--- src/rtl/wave_scheduler.sv ---
// Ping-pong bank sequencer for the wave_logic datapath: load idle pair, wait, swap on frame tick.
// Optional WAIT watchdog enabled by defining WAVE_TIMEOUT_EN.
module wave_scheduler #(
   parameter int unsigned DECAY_FRAMES = 8,
   parameter int unsigned DECAY_MUL    = 724,
   parameter int unsigned TIMEOUT      = 4095
) (
   input  logic       clock,
   input  logic       reset,
   input  logic       vsync,
   input  logic       new_f_in,
   input  logic [4:0] freq_id1,
   input  logic [4:0] freq_id2,
   input  logic [3:0] bank_ready,
   output logic       load_strobe,
   output logic       load_bank,
   output logic [4:0] load_freq_a,
   output logic [4:0] load_freq_b,
   output logic       curr_w0,
   output logic [9:0] coeff,
   output logic       swap,
   output logic       busy,
   output logic       req_overwrite,
   output logic       calc_timeout
);

   typedef enum logic [1:0] {StIdle, StLoad, StWait, StSwap} state_e;

   state_e      state_q, state_d;
   logic        vsync_q;
   logic        frame_tick;
   logic        pend_valid_q, pend_valid_d;
   logic [4:0]  pend_a_q, pend_a_d;
   logic [4:0]  pend_b_q, pend_b_d;
   logic [1:0]  mask_q, mask_d;
   logic        curr_w0_q, curr_w0_d;
   logic [9:0]  coeff_q, coeff_d;
   logic [15:0] frame_cnt_q, frame_cnt_d;
   logic        load_strobe_q, load_strobe_d;
   logic        load_bank_q, load_bank_d;
   logic [4:0]  load_freq_a_q, load_freq_a_d;
   logic [4:0]  load_freq_b_q, load_freq_b_d;
   logic        swap_q, swap_d;
   logic        busy_q, busy_d;
   logic        req_overwrite_q, req_overwrite_d;
   logic        consume;
   logic [1:0]  ready_pair;
   logic [19:0] decay_prod;
   logic        unused_prod;

`ifdef WAVE_TIMEOUT_EN
   logic [11:0] wait_cnt_q, wait_cnt_d;
   logic        calc_timeout_q, calc_timeout_d;
`endif

   assign frame_tick  = vsync & ~vsync_q;
   assign ready_pair  = load_bank_q ? bank_ready[3:2] : bank_ready[1:0];
   assign decay_prod  = 20'(coeff_q) * 20'(DECAY_MUL);
   assign unused_prod = ^decay_prod[9:0];

   always_comb begin
      state_d         = state_q;
      pend_valid_d    = pend_valid_q;
      pend_a_d        = pend_a_q;
      pend_b_d        = pend_b_q;
      mask_d          = mask_q;
      curr_w0_d       = curr_w0_q;
      coeff_d         = coeff_q;
      frame_cnt_d     = frame_cnt_q;
      load_strobe_d   = 1'b0;
      load_bank_d     = load_bank_q;
      load_freq_a_d   = load_freq_a_q;
      load_freq_b_d   = load_freq_b_q;
      swap_d          = 1'b0;
      req_overwrite_d = 1'b0;
      consume         = 1'b0;
`ifdef WAVE_TIMEOUT_EN
      wait_cnt_d      = wait_cnt_q;
      calc_timeout_d  = 1'b0;
`endif

      unique case (state_q)
         StIdle: begin
            if (pend_valid_q || new_f_in) begin
               consume = 1'b1;
               state_d = StLoad;
            end
         end
         StLoad: begin
            mask_d  = 2'b00;
            state_d = StWait;
`ifdef WAVE_TIMEOUT_EN
            wait_cnt_d = 12'd0;
`endif
         end
         StWait: begin
            mask_d = mask_q | ready_pair;
            if (&mask_d) state_d = StSwap;
`ifdef WAVE_TIMEOUT_EN
            else if (wait_cnt_q == 12'(TIMEOUT - 1)) begin
               calc_timeout_d = 1'b1;
               state_d        = StIdle;
            end else wait_cnt_d = wait_cnt_q + 12'd1;
`endif
         end
         StSwap: begin
            if (frame_tick) begin
               swap_d      = 1'b1;
               curr_w0_d   = ~curr_w0_q;
               coeff_d     = 10'h3FF;
               frame_cnt_d = 16'd0;
               if (pend_valid_q) begin
                  consume = 1'b1;
                  state_d = StLoad;
               end else begin
                  state_d = StIdle;
               end
            end
         end
         default: state_d = StIdle;
      endcase

      if (frame_tick && !swap_d) begin
         if (frame_cnt_q == 16'(DECAY_FRAMES - 1)) begin
            frame_cnt_d = 16'd0;
            coeff_d     = decay_prod[19:10];
         end else begin
            frame_cnt_d = frame_cnt_q + 16'd1;
         end
      end

      // Target the pair that is idle after this edge; a same-cycle request bypasses pending.
      if (consume) begin
         pend_valid_d  = 1'b0;
         load_strobe_d = 1'b1;
         load_bank_d   = curr_w0_d;
         load_freq_a_d = new_f_in ? freq_id1 : pend_a_q;
         load_freq_b_d = new_f_in ? freq_id2 : pend_b_q;
      end else if (new_f_in) begin
         req_overwrite_d = pend_valid_q;
         pend_valid_d    = 1'b1;
         pend_a_d        = freq_id1;
         pend_b_d        = freq_id2;
      end

      busy_d = (state_d != StIdle) | swap_d;
   end

   always_ff @(posedge clock) begin
      vsync_q <= vsync;
      if (!reset) begin
         state_q         <= StIdle;
         pend_valid_q    <= 1'b0;
         pend_a_q        <= 5'h1F;
         pend_b_q        <= 5'h1F;
         mask_q          <= 2'b00;
         curr_w0_q       <= 1'b1;
         coeff_q         <= 10'h3FF;
         frame_cnt_q     <= 16'd0;
         load_strobe_q   <= 1'b0;
         load_bank_q     <= 1'b0;
         load_freq_a_q   <= 5'h1F;
         load_freq_b_q   <= 5'h1F;
         swap_q          <= 1'b0;
         busy_q          <= 1'b0;
         req_overwrite_q <= 1'b0;
      end else begin
         state_q         <= state_d;
         pend_valid_q    <= pend_valid_d;
         pend_a_q        <= pend_a_d;
         pend_b_q        <= pend_b_d;
         mask_q          <= mask_d;
         curr_w0_q       <= curr_w0_d;
         coeff_q         <= coeff_d;
         frame_cnt_q     <= frame_cnt_d;
         load_strobe_q   <= load_strobe_d;
         load_bank_q     <= load_bank_d;
         load_freq_a_q   <= load_freq_a_d;
         load_freq_b_q   <= load_freq_b_d;
         swap_q          <= swap_d;
         busy_q          <= busy_d;
         req_overwrite_q <= req_overwrite_d;
      end
   end

`ifdef WAVE_TIMEOUT_EN
   always_ff @(posedge clock) begin
      if (!reset) begin
         wait_cnt_q     <= 12'd0;
         calc_timeout_q <= 1'b0;
      end else begin
         wait_cnt_q     <= wait_cnt_d;
         calc_timeout_q <= calc_timeout_d;
      end
   end
   assign calc_timeout = calc_timeout_q;
`else
   logic unused_timeout;
   assign unused_timeout = ^32'(TIMEOUT);
   assign calc_timeout   = 1'b0;
`endif

   assign load_strobe   = load_strobe_q;
   assign load_bank     = load_bank_q;
   assign load_freq_a   = load_freq_a_q;
   assign load_freq_b   = load_freq_b_q;
   assign curr_w0       = curr_w0_q;
   assign coeff         = coeff_q;
   assign swap          = swap_q;
   assign busy          = busy_q;
   assign req_overwrite = req_overwrite_q;

endmodule

--- config.mk ---
export PLATFORM = sky130hd
export DESIGN_NAME = wave_scheduler
export DESIGN_NICKNAME = d
export VERILOG_FILES = /design/src/rtl/wave_scheduler.sv
export SDC_FILE = /design/constraint.sdc
export NUM_CORES = 1
export LEC_CHECK = 0
export CORE_AREA = 5 5 88 90
export DETAILED_ROUTE_END_ITERATION = 10
export DIE_AREA = 0 0 93 95
export PLACE_DENSITY = 0.86
export SYNTH_ARGS = -nofsm -noshare
export SYNTH_HDL_FRONTEND = slang
export SYNTH_SLANG_ARGS = --single-unit
--- constraint.sdc ---
create_clock -name clock -period 11.2 [get_ports clock]
set_input_delay 1.12 -clock clock [delete_from_list [all_inputs] [get_ports clock]]
set_output_delay 1.12 -clock clock [all_outputs]
set_load 0.05 [all_outputs]
==> After elaboration in Yosys (flattened, before gate mapping) <==
Index checks and enable logic that the tools add are counted.
W data, S select, Z words.
{ "classes": {"n_eq_ne": 4, "n_reduce_logical": 12, "bitwise_logic": 7, "add_sub_neg": 1, "mux": 26, "multipliers": 1} }
{ "ops": {"columns": ["op", "n"], "rows": [
  ["$mux W16", 4],
  ["$mux W10", 4],
  ["$mul A10 B8 Y18 const B", 1],
  ["$add A16 B1 Y16 const B", 1],
  ["$eq A16 B3 Y1 const B", 1],
  ["$mux W5", 2],
  ["$mux W1", 9],
  ["$mux W2", 4],
  ["$pmux W2 S4", 1],
  ["$reduce_bool A2 Y1", 4],
  ["$eq A2 B2 Y1 const B", 2],
  ["$not A1 Y1", 4],
  ["$pmux W2 S2", 1],
  ["$reduce_and A2 Y1", 2],
  ["$reduce_or A3 Y1", 1],
  ["$eq A2 B1 Y1 const B", 1],
  ["$logic_not A2 Y1", 1],
  ["$or A2 B2 Y2", 1],
  ["$pmux W1 S2", 1],
  ["$reduce_or A2 Y1", 1],
  ["$and A1 B1 Y1", 1],
  ["$logic_and A1 B1 Y1", 1],
  ["$logic_not A1 Y1", 1],
  ["$logic_or A1 B1 Y1", 1],
  ["$or A1 B1 Y1", 1]
]} }
{ "totals": {"output_inout_bits": 27, "in_bits": 18, "word_cells": 67, "ff_bits": 58} }

==> Logic depth before layout (Yosys ltp) <==
Gate-level depths: netlist (run 1).
{ "logic_depth": {"ltp_word": 8, "ltp_mapped": 15, "depth_no_buf": 15} }

==> Least setup slack after synthesis (run 1) <==
No wires, ideal clock.
{ "synth_path": {"kind": "reg-to-reg", "from": "register coeff_q[8], in the netlist coeff[8]", "to": "register coeff_q[7], in the netlist coeff[7]", "setup_time_ns": 0.123, "n_path_buf": 0, "t_required_ns": 11.077, "stages_incl_launch_ff": 14, "period_less_slack_ns": 4.204, "t_arrival_ns": 4.081, "path_slack_ns": 6.996, "cell_sequence": "dfxtp_1 ha_1 fa_1 fa_1 inv_1 fa_1 inv_1 ha_1 and3_1 a22oi_4 nand3_1 a311oi_1 nor4b_2 nor3_1"} }
{ "synth_between": {"elab_chain_len": 3} }
{ "synth_lines": {"columns": ["item", "line_no", "rtl"], "rows": [
  ["from (decl)", "37", "logic [9:0] coeff_q, coeff_d;"],
  ["from (signal assigned)", "174", "coeff_q <= coeff_d;"],
  ["$mul A10 B8 Y18", "58", "assign decay_prod = 20'(coeff_q) * 20'(DECAY_MUL);"],
  ["$mux W10", "124", "if (frame_cnt_q == 16'(DECAY_FRAMES - 1)) begin"],
  ["$mux W10", "123", "if (frame_tick && !swap_d) begin"]
]} }
No other way between the ends.
A chain may end at the register's enable or synchronous reset.

==> Worst setup path after layout (run 1) <==
Ends and elaborated chain as after synthesis.

==> flow_summary.ini, run 1 <==
[synthesis]
synth_top_area_share_pct = 29.2
synthArstFlopShare_pct = 0
synth_top_area_cell = dfxtp_1
ys_ff_latch = 58
synth.most_common_cell = dfxtp_1
synth_commonest_cells = dfxtp_1 (58), nand2_1 (53), ha_1 (48)
synth_cell_types = 62
syn_nets = 525
syn_area_per_cell_um2 = 9.02
synthFlopType = dfxtp_1
synth_area_leaders = dfxtp_1 (29%), ha_1 (15%), fa_1 (9.1%)
seq_area_frac_synth_pct = 29.2
synth-warning-count = 0
synth_edf_count = 0
synth_area_mm2 = 0.00398
synthCells = 441

[cells_and_area]
multi_input_area_mm2 = 0.00256
nets = 561
n_antenna_cell = 0
syn_to_final_growth_pct = 16.4
final_area_mm2 = 0.00463
fillers = 551
final_util_pct = 66.3
seq_area_mm2 = 0.00116
drive_above_1_share_pct = 6.64

[global_routing]
antenna_found_initial = 0
use_met1_pct = 25.8
grt_usage_pct = 21.7
grt_overflow = 0
grt_pass1_wl_um = 15200
grt_start_max_net_pins = 37
met2_usage_pct = 37.4
busiest_layer = met2
grt_pass1_vias = 3345
gr-usage-met3_pct = 5.02

[setup_path]
path_max_fanout = 6
startpoint = coeff[8]
rr_startpoint = coeff[8]
max_stage_delay_ns = 0.53
cp-end-kind = register
cp.arrival_ns = 4.47
crit_top_cell = fa_1
path_class = reg2reg
crit_required_ns = 11.42
cp_num_buf_inv = 2
cp_slowest_cell = fa_1
crit_chain = ha_1 -> fa_1 -> fa_1 -> inv_1 -> fa_1 -> inv_1 -> ha_1 -> and3_1 -> a22oi_4 -> nand3_1 -> a311oi_1 -> nor4b_2 -> nor3_1
cpLargestDelayFamily = adder cells
crit_path_start_kind = register

[floorplanning]
dieArea_mm2 = 0.00884
start_util_pct = 57.0
rows = 31
core_area_mm2 = 0.00698
io_pins = 45
chipWidth_um = 93
die_y_um = 95

[clocking]
cts_hold_buf = 0
cts_setup_buffers = 0
cts_buffers = 9
cts_tree = yes
cts.reportedPaths.clkPinSlew_ns = 0.08
postCtsResizedCells = 0
clockBufferDepth = 2
clk_latency_ns = 0.34
root_buffer = clkbuf_8
htree_levels = 3
cts.sinks = 58

[hold_path]
min_path_type = reg2reg
holdCritStartpoint = pend_b_q[4]

[placement]
place_hpwl_um = 6780
globalplace.congestion = 0.977
post_dp_cell_area_mm2 = 0.00441
io_buffer_count = 43

[drt]
drtPass1Iterations = 4
drt-initial-drc-count = 146
vias = 3355
drtAntennaViolNets = 0
wl_um = 9030
routed_via_density = 5.95
drc_errors = 0
avgRoutedWirePerCell_um = 16.0

[timing]
final.period_utilization_pct = 37.9
max_slew.worst_pin.slew_ns = 0.883
hold_viol = 0
fmax_ghz = 0.236
max-slew-margin-rel_pct = 41.0
finalSetupViolCount = 0
fin_crit_ns = 4.24
setup-tns-final_ns = 0
fin_skew_ns = 0.00768
maxSlewViolCount = 0
rsz0062_at_grt = no

[pwr]
p_leak_nw = 2.07
totalPowerFinal_w = 0.000731
pwr-share-seq_pct = 35.9
swShare_pct = 37.5
p_clk_share_pct = 29.9
p_sw_w = 0.000274
p_comb_share_pct = 34.1
irDropWorstVdd_uv = 179
p_int_w = 0.000457
power_density_mw_per_mm2 = 158

[flow_run]
drv_cap = 0

[run_status]
outcome = complete, no violations
## worst register-to-register path: cells and delay by family (launching register included)
kind                     cells  cell delay, ns
flip-flops                   1            0.48
adder cells (fa/ha/maj)      5            2.24
AO/OA/AOI/OAI                2            0.55
buffers and inverters        2            0.09
AND/OR/NAND/NOR              4            0.78
## final cells by class
type | instances | share of cell area [%]
sequential | 58 | 25.1
tap | 82 | 2.22
clock buffer | 9 | 2.67
timing repair buffer | 44 | 9.45
inverter | 38 | 3.08
multi-input combinational | 326 | 55.3
clock inverter | 7 | 2.19
## worst paths after layout
check,endpoint,cells past startpoint,slack [ns]
max,coeff[7],13,6.96
min,pend_b_q[4],2,0.47
min reg2reg,pend_b_q[4],2,0.47
max reg2reg,coeff[7],13,6.96
## cell families after synthesis
family                   after synthesis  share of synthesized area, %
AND/OR/NAND/NOR                      148                          19.3
AO/OA/AOI/OAI                         91                          16.0
adder cells (fa/ha/maj)               66                          24.2
flip-flops                            58                          29.2
buffers and inverters                 57                          6.41
multiplexers                          12                          3.08
XOR/XNOR                               8                          1.76
other                                  1                        0.0942
## registers in the layout, indices dropped and copies added, names as in the netlist
signal         flops
busy               1
coeff             10
curr_w0            1
frame_cnt_q       16
load_bank          1
load_freq_a        5
load_freq_b        5
load_strobe        1
mask_q             2
pend_a_q           5
pend_b_q           5
pend_valid_q       1
req_overwrite      1
state_q            2
swap               1
vsync_q            1
## power groups by stage
stage	registers, W	logic, W	clock network (W)
final	0.000263	0.000250	0.000219
after global routing	0.000269	0.000271	0.000231
after CTS	0.000263	0.000251	0.000222
after detailed placement	0.000266	0.000249	0
after global placement	0.000266	0.000242	0
after floorplan	0.000337	0.000117	0
## per-stage QoR
step | worst slack, ns | hold WS (ns) | cells
3_5_place_dp | 6.99 | 0.463 | 548
5_1_grt | 6.77 | 0.497 | 564
4_1_cts | 6.97 | 0.477 | 564
6_report | 6.96 | 0.474 | 564
2_1_floorplan | 7.00 | 0.440 | 441
3_3_place_gp | 7.19 | 0.450 | 548
## routing by layer
metal  up-vias  wire (um)
met5         -          0
met4         0        230
met3        25        554
met2       117       4540
met1      1585       3700
li1       1628          -
## placed cells by master, fill, tap and decap left out, drive strengths merged, types with 5 or more instances in the layout
| cell type | netlist | final |
|---|---|---|
| mux2i | 10 | 10 |
| fa | 18 | 18 |
| clkdlybuf4s50 | 0 | 43 |
| clkbuf | 9 | 9 |
| and3 | 8 | 8 |
| nand2 | 54 | 54 |
| dfxtp | 58 | 58 |
| o211ai | 13 | 13 |
| nor2 | 23 | 23 |
| a311oi | 5 | 5 |
| a21oi | 22 | 22 |
| nor3 | 8 | 8 |
| nand3b | 5 | 5 |
| and2 | 5 | 5 |
| o21ai | 19 | 19 |
| ha | 48 | 48 |
| nand3 | 21 | 21 |
| a21o | 7 | 7 |
| inv | 38 | 40 |
Note: power is estimated with default switching activity, not from simulation.
==> inputs of run 2 (changes only) <==
==> config.mk (replaced) <==
export PLATFORM = sky130hd
export DESIGN_NAME = wave_scheduler
export DESIGN_NICKNAME = d
export VERILOG_FILES = /design/src/rtl/wave_scheduler.sv
export SDC_FILE = /design/constraint.sdc
export NUM_CORES = 1
export LEC_CHECK = 0
export CORE_AREA = 5 5 95 97
export DETAILED_ROUTE_END_ITERATION = 10
export DIE_AREA = 0 0 100 102
export PLACE_DENSITY = 0.78
export SYNTH_ARGS = -nofsm -noshare
export SYNTH_HDL_FRONTEND = slang
export SYNTH_SLANG_ARGS = --single-unit
==> constraint.sdc (replaced) <==
create_clock -name clock -period 3.5 [get_ports clock]
set_input_delay 0.35 -clock clock [delete_from_list [all_inputs] [get_ports clock]]
set_output_delay 0.35 -clock clock [all_outputs]
set_load 0.05 [all_outputs]
==> flow_summary.ini, run 2 (synthesis gave the netlist of run 1 again) <==
[pwr]
p_comb_share_pct = 34.1
p_int_w = 0.00147
p_leak_nw = 2.24
p_sw_w = 0.000873
power_density_mw_per_mm2 = 457
pwr-share-seq_pct = 35.5
p_clk_share_pct = 30.4
swShare_pct = 37.2
irDropWorstVdd_uv = 472

[drt]
drtPass1Iterations = 4
vias = 3470
wl_um = 9560
drtAntennaViolNets = 0
avgRoutedWirePerCell_um = 15.4
drt-initial-drc-count = 254
routed_via_density = 5.61
dr.max_layer_used = met4
wl_met3_um = 408
m1WireLength_um = 4200
wl_met2_um = 4740
drc_errors = 0

[cells_and_area]
nets = 593
final_cell_mix = nand2_1 (53), dfxtp_1 (48), clkdlybuf4s50_1 (43)
n_antenna_cell = 0
final_cells = 619
drive_above_1_share_pct = 21.0
max_flop_register = frame_cnt_q
final_common_cell = nand2_1
largest_reg_flops = 16
final_area_mm2 = 0.00514
syn_to_final_growth_pct = 29.2

[setup_path]
crit_path_start_kind = register
cp.arrival_ns = 3.92
cp_slowest_cell = fa_1
crit_top_cell = fa_1
crit_chain = ha_4 -> fa_1 -> fa_1 -> inv_1 -> fa_1 -> inv_2 -> ha_4 -> a21o_1 -> a22oi_4 -> a41oi_2 -> or3_1 -> a21oi_2 -> o21ai_1
crit_required_ns = 3.72
path_max_fanout = 3
max_stage_delay_ns = 0.51
path_class = reg2reg
cp-end-kind = register

[placement]
place_hpwl_um = 7320
dp_cells = 598
io_buffer_count = 43
post_dp_cell_area_mm2 = 0.00482
globalplace.congestion = 0.877

[timing]
max-slew-margin-rel_pct = 46.1
setup_ws_ns = -0.195
fin_crit_ns = 3.70
maxSlewViolCount = 0
fmax_ghz = 0.271
rsz0062_at_grt = yes
setup-tns-final_ns = -1.07
fin_skew_ns = 0.0126
final.period_utilization_pct = 106
finalSetupViolCount = 9
max_slew.worst_pin.slew_ns = 0.808
hold_viol = 0
hold_slack_ns = 0.467

[floorplanning]
io_pins = 45
dieArea_mm2 = 0.0102
die_y_um = 102
rows = 33
core_area_mm2 = 0.00805
start_util_pct = 49.4
chipWidth_um = 100

[clocking]
cts.reportedPaths.clkPinSlew_ns = 0.08
cts.sinks = 58
htree_levels = 3
cts_buffers = 9
cts_tree = yes
clk_latency_ns = 0.34
root_buffer = clkbuf_8
clockBufferDepth = 2

[flow_run]
drv_cap = 0

[global_routing]
grt_pass1_vias = 3536
grt_usage_pct = 19.7
grt_start_max_net_pins = 27
antenna_found_initial = 0
grt_overflow = 0
grt_pass1_wl_um = 16100

[hold_path]
min_path_type = reg2reg

[run_status]
violations = setup timing
outcome = complete, but fails checks
## run 2: cell count changes in the layout (fill, tap and decap cells not counted), sizes merged
cell / change
buf: +32
clkinvlp: -2
clkbuf: +1
inv: +1
## run 2: critical path, delay by kind of cell (launching register included)
family / cells / cell delay, ns
compound gates: 5 / 0.83
fa+ha+maj: 5 / 1.90
buf+inv: 2 / 0.10
flops: 1 / 0.37
simple gates: 1 / 0.37
## run 2: final cells by class
class                           instances  area [um2]
Timing Repair Buffer                   76         682
Multi-Input combinational cell        326        2760
Clock buffer                           10         138
Inverter                               38         143
Clock inverter                          6        86.3
Sequential cell                        58        1200
Tap cell                              105         131
Fill cell                             663        2910
## run 2: power by group through the flow
stage / combinational, W / sequential [W] / clock, W
floorplan: 0.000376 / 0.00107 / 0
global placement: 0.000781 / 0.000843 / 0
detailed placement: 0.000801 / 0.000846 / 0
CTS: 0.000806 / 0.000833 / 0.000725
global route: 0.000864 / 0.000848 / 0.000753
finish: 0.000800 / 0.000833 / 0.000714
## run 2: routing by layer
metal  global-route usage [%]  vias to the layer above
li1                         -                     1697
met1                     23.6                     1659
met2                     34.7                       97
met3                     3.34                       17
met4                     9.12                        0
met5                        0                        -
## run 2: stage by stage
step           worst slack (ns)  total power (W)  util (%)
2_1_floorplan            -0.135          0.00144         -
3_3_place_gp             -0.214          0.00162      59.8
3_5_place_dp             -0.288          0.00165      59.8
4_1_cts                  -0.210          0.00236      63.5
5_1_grt                  -0.350          0.00247      63.8
6_report                 -0.195          0.00235      63.8
## run 2: worst paths after layout
| kind | start | end | slack [ns] | depth (start not counted) |
|---|---|---|---|---|
| worst min register to register | pend_b_q[0] | pend_b_q[0] | 0.47 | 2 |
| worst max-delay path | coeff[5] | coeff[6] | -0.20 | 13 |
| worst max register to register | coeff[5] | coeff[6] | -0.20 | 13 |
| worst min-delay path | pend_b_q[0] | pend_b_q[0] | 0.47 | 2 |
## run 2: timing repair
item	4_1_cts	5_1_grt
pin swaps	16	2
hold buffers	0	0
buffers inserted	5	0
resized for setup	11	5
endpoints found under the setup margin	9	10
==> inputs of run 3 (changes only) <==
--- a/config.mk
+++ b/config.mk
@@ -6,9 +6,10 @@
 export NUM_CORES = 1
 export LEC_CHECK = 0
 export CORE_AREA = 5 5 95 97
+export CTS_CLUSTER_DIAMETER = 120
 export DETAILED_ROUTE_END_ITERATION = 10
 export DIE_AREA = 0 0 100 102
-export PLACE_DENSITY = 0.78
+export PLACE_DENSITY = 0.83
 export SYNTH_ARGS = -nofsm -noshare
 export SYNTH_HDL_FRONTEND = slang
 export SYNTH_SLANG_ARGS = --single-unit
==> flow_summary.ini, run 3 (synthesis gave the netlist of run 1 again) <==
[drt]
vias = 3459
routed_via_density = 5.64
drc_errors = 0
m1WireLength_um = 4120
avgRoutedWirePerCell_um = 15.6
wl_met2_um = 4820
wl_um = 9580
drt-initial-drc-count = 226
drtAntennaViolNets = 0
wl_met3_um = 484
dr.max_layer_used = met4
drtPass1Iterations = 4

[hold_path]
min_path_type = reg2reg

[pwr]
p_comb_share_pct = 34.2
swShare_pct = 37.2
pwr-share-seq_pct = 35.7
power_density_mw_per_mm2 = 456
p_clk_share_pct = 30.1
p_sw_w = 0.000872
irDropWorstVdd_uv = 532
p_int_w = 0.00147
p_leak_nw = 2.20

[floorplanning]
io_pins = 45
start_util_pct = 49.4
dieArea_mm2 = 0.0102
die_y_um = 102
chipWidth_um = 100
core_area_mm2 = 0.00805
rows = 33

[cells_and_area]
syn_to_final_growth_pct = 29.3
nets = 587
max_flop_register = frame_cnt_q
final_cells = 613
drive_above_1_share_pct = 21.3
largest_reg_flops = 16
n_antenna_cell = 0
final_cell_mix = nand2_1 (53), dfxtp_1 (48), clkdlybuf4s50_1 (43)
fillers = 649
final_area_mm2 = 0.00514
final_common_cell = nand2_1

[timing]
setup-tns-final_ns = -1.33
finalSetupViolCount = 8
hold_viol = 0
fmax_ghz = 0.265
rsz0062_at_grt = yes
maxSlewViolCount = 0
hold_slack_ns = 0.471
fin_skew_ns = 0.0100
final.period_utilization_pct = 108
max-slew-margin-rel_pct = 49.9
fin_crit_ns = 3.77
max_slew.worst_pin.slew_ns = 0.752
setup_ws_ns = -0.273

[global_routing]
antenna_found_initial = 0
grt_pass1_wl_um = 16500
grt_usage_pct = 20.2
grt_start_max_net_pins = 27
grt_overflow = 0
grt_pass1_vias = 3556

[clocking]
cts_buffers = 9
cts_tree = yes
root_buffer = clkbuf_8
htree_levels = 3
cts_hold_buf = 0
clockBufferDepth = 2
cts.sinks = 58
clk_latency_ns = 0.34
cts.reportedPaths.clkPinSlew_ns = 0.07

[placement]
io_buffer_count = 43
dp_cells = 594
dp_slack_ns = -0.222
place_hpwl_um = 7080
globalplace.congestion = 0.916
post_dp_cell_area_mm2 = 0.00479

[setup_path]
crit_required_ns = 3.69
cp-end-kind = register
crit_path_start_kind = register
path_max_fanout = 5
cp.arrival_ns = 3.96
path_class = reg2reg

[run_status]
violations = setup timing
outcome = complete, but fails checks

[flow_run]
drv_cap = 0
==> run 3: cell count changes in the layout (fill, tap and decap cells not counted), sizes merged <==
cell / before / now
buf: 33 / 27
clkinvlp: 0 / 1
inv: 41 / 40
==> run 3: power by group through the flow <==
stage / combinational (W) / clock [W] / sequential [W]
global route: 0.000870 / 0.000754 / 0.000852
global placement: 0.000776 / 0 / 0.000843
detailed placement: 0.000796 / 0 / 0.000848
CTS: 0.000807 / 0.000723 / 0.000836
finish: 0.000802 / 0.000707 / 0.000836
floorplan: 0.000376 / 0 / 0.00107
==> run 3: per-stage QoR <==
step,total power [W],utilization [%]
floorplan,0.00144,-
global placement,0.00162,59.5
detailed placement,0.00164,59.5
CTS,0.00237,62.7
global route,0.00248,63.9
finish,0.00234,63.9
==> run 3: repair_timing <==
action,CTS,global route
gates cloned,0,0
setup endpoints to repair,9,10
gates resized for setup,5,18
buffers inserted,3,0
pin swaps,12,13
==> run 3: final cells by class <==
class | instances | area [um2] | area share [%]
Clock inverter | 6 | 87.6 | 1.70
Timing Repair Buffer | 70 | 637 | 12.4
Tap cell | 105 | 131 | 2.55
Clock buffer | 10 | 138 | 2.68
Sequential cell | 58 | 1200 | 23.3
Multi-Input combinational cell | 326 | 2810 | 54.6
Inverter | 38 | 143 | 2.77
==> run 3: routing by layer <==
metal | track usage [%] | vias to the layer above
met4 | 8.29 | 0
met3 | 3.62 | 14
met1 | 24.6 | 1656
met2 | 35.3 | 114
li1 | - | 1675
met5 | 0 | -
==> run 3: worst max-delay path, cell delays in order, from the launching register on <==
cell and delay, ns:
dfxtp_4 0.37, ha_4 0.28, inv_2 0.04, fa_1 0.52
inv_2 0.04, fa_2 0.52, inv_2 0.04, fa_2 0.53
inv_2 0.05, ha_4 0.27, o2111ai_4 0.09, a211o_1 0.35
a41oi_2 0.25, o21ai_2 0.08, a21oi_2 0.14, o21ai_1 0.07
==> run 3: final timing paths <==
check | depth (start not counted) | from | to | slack, ns
max | 15 | coeff[2] | coeff[6] | -0.27
min | 2 | pend_b_q[1] | pend_b_q[1] | 0.47
max reg2reg | 15 | coeff[2] | coeff[6] | -0.27
min reg2reg | 2 | pend_b_q[1] | pend_b_q[1] | 0.47
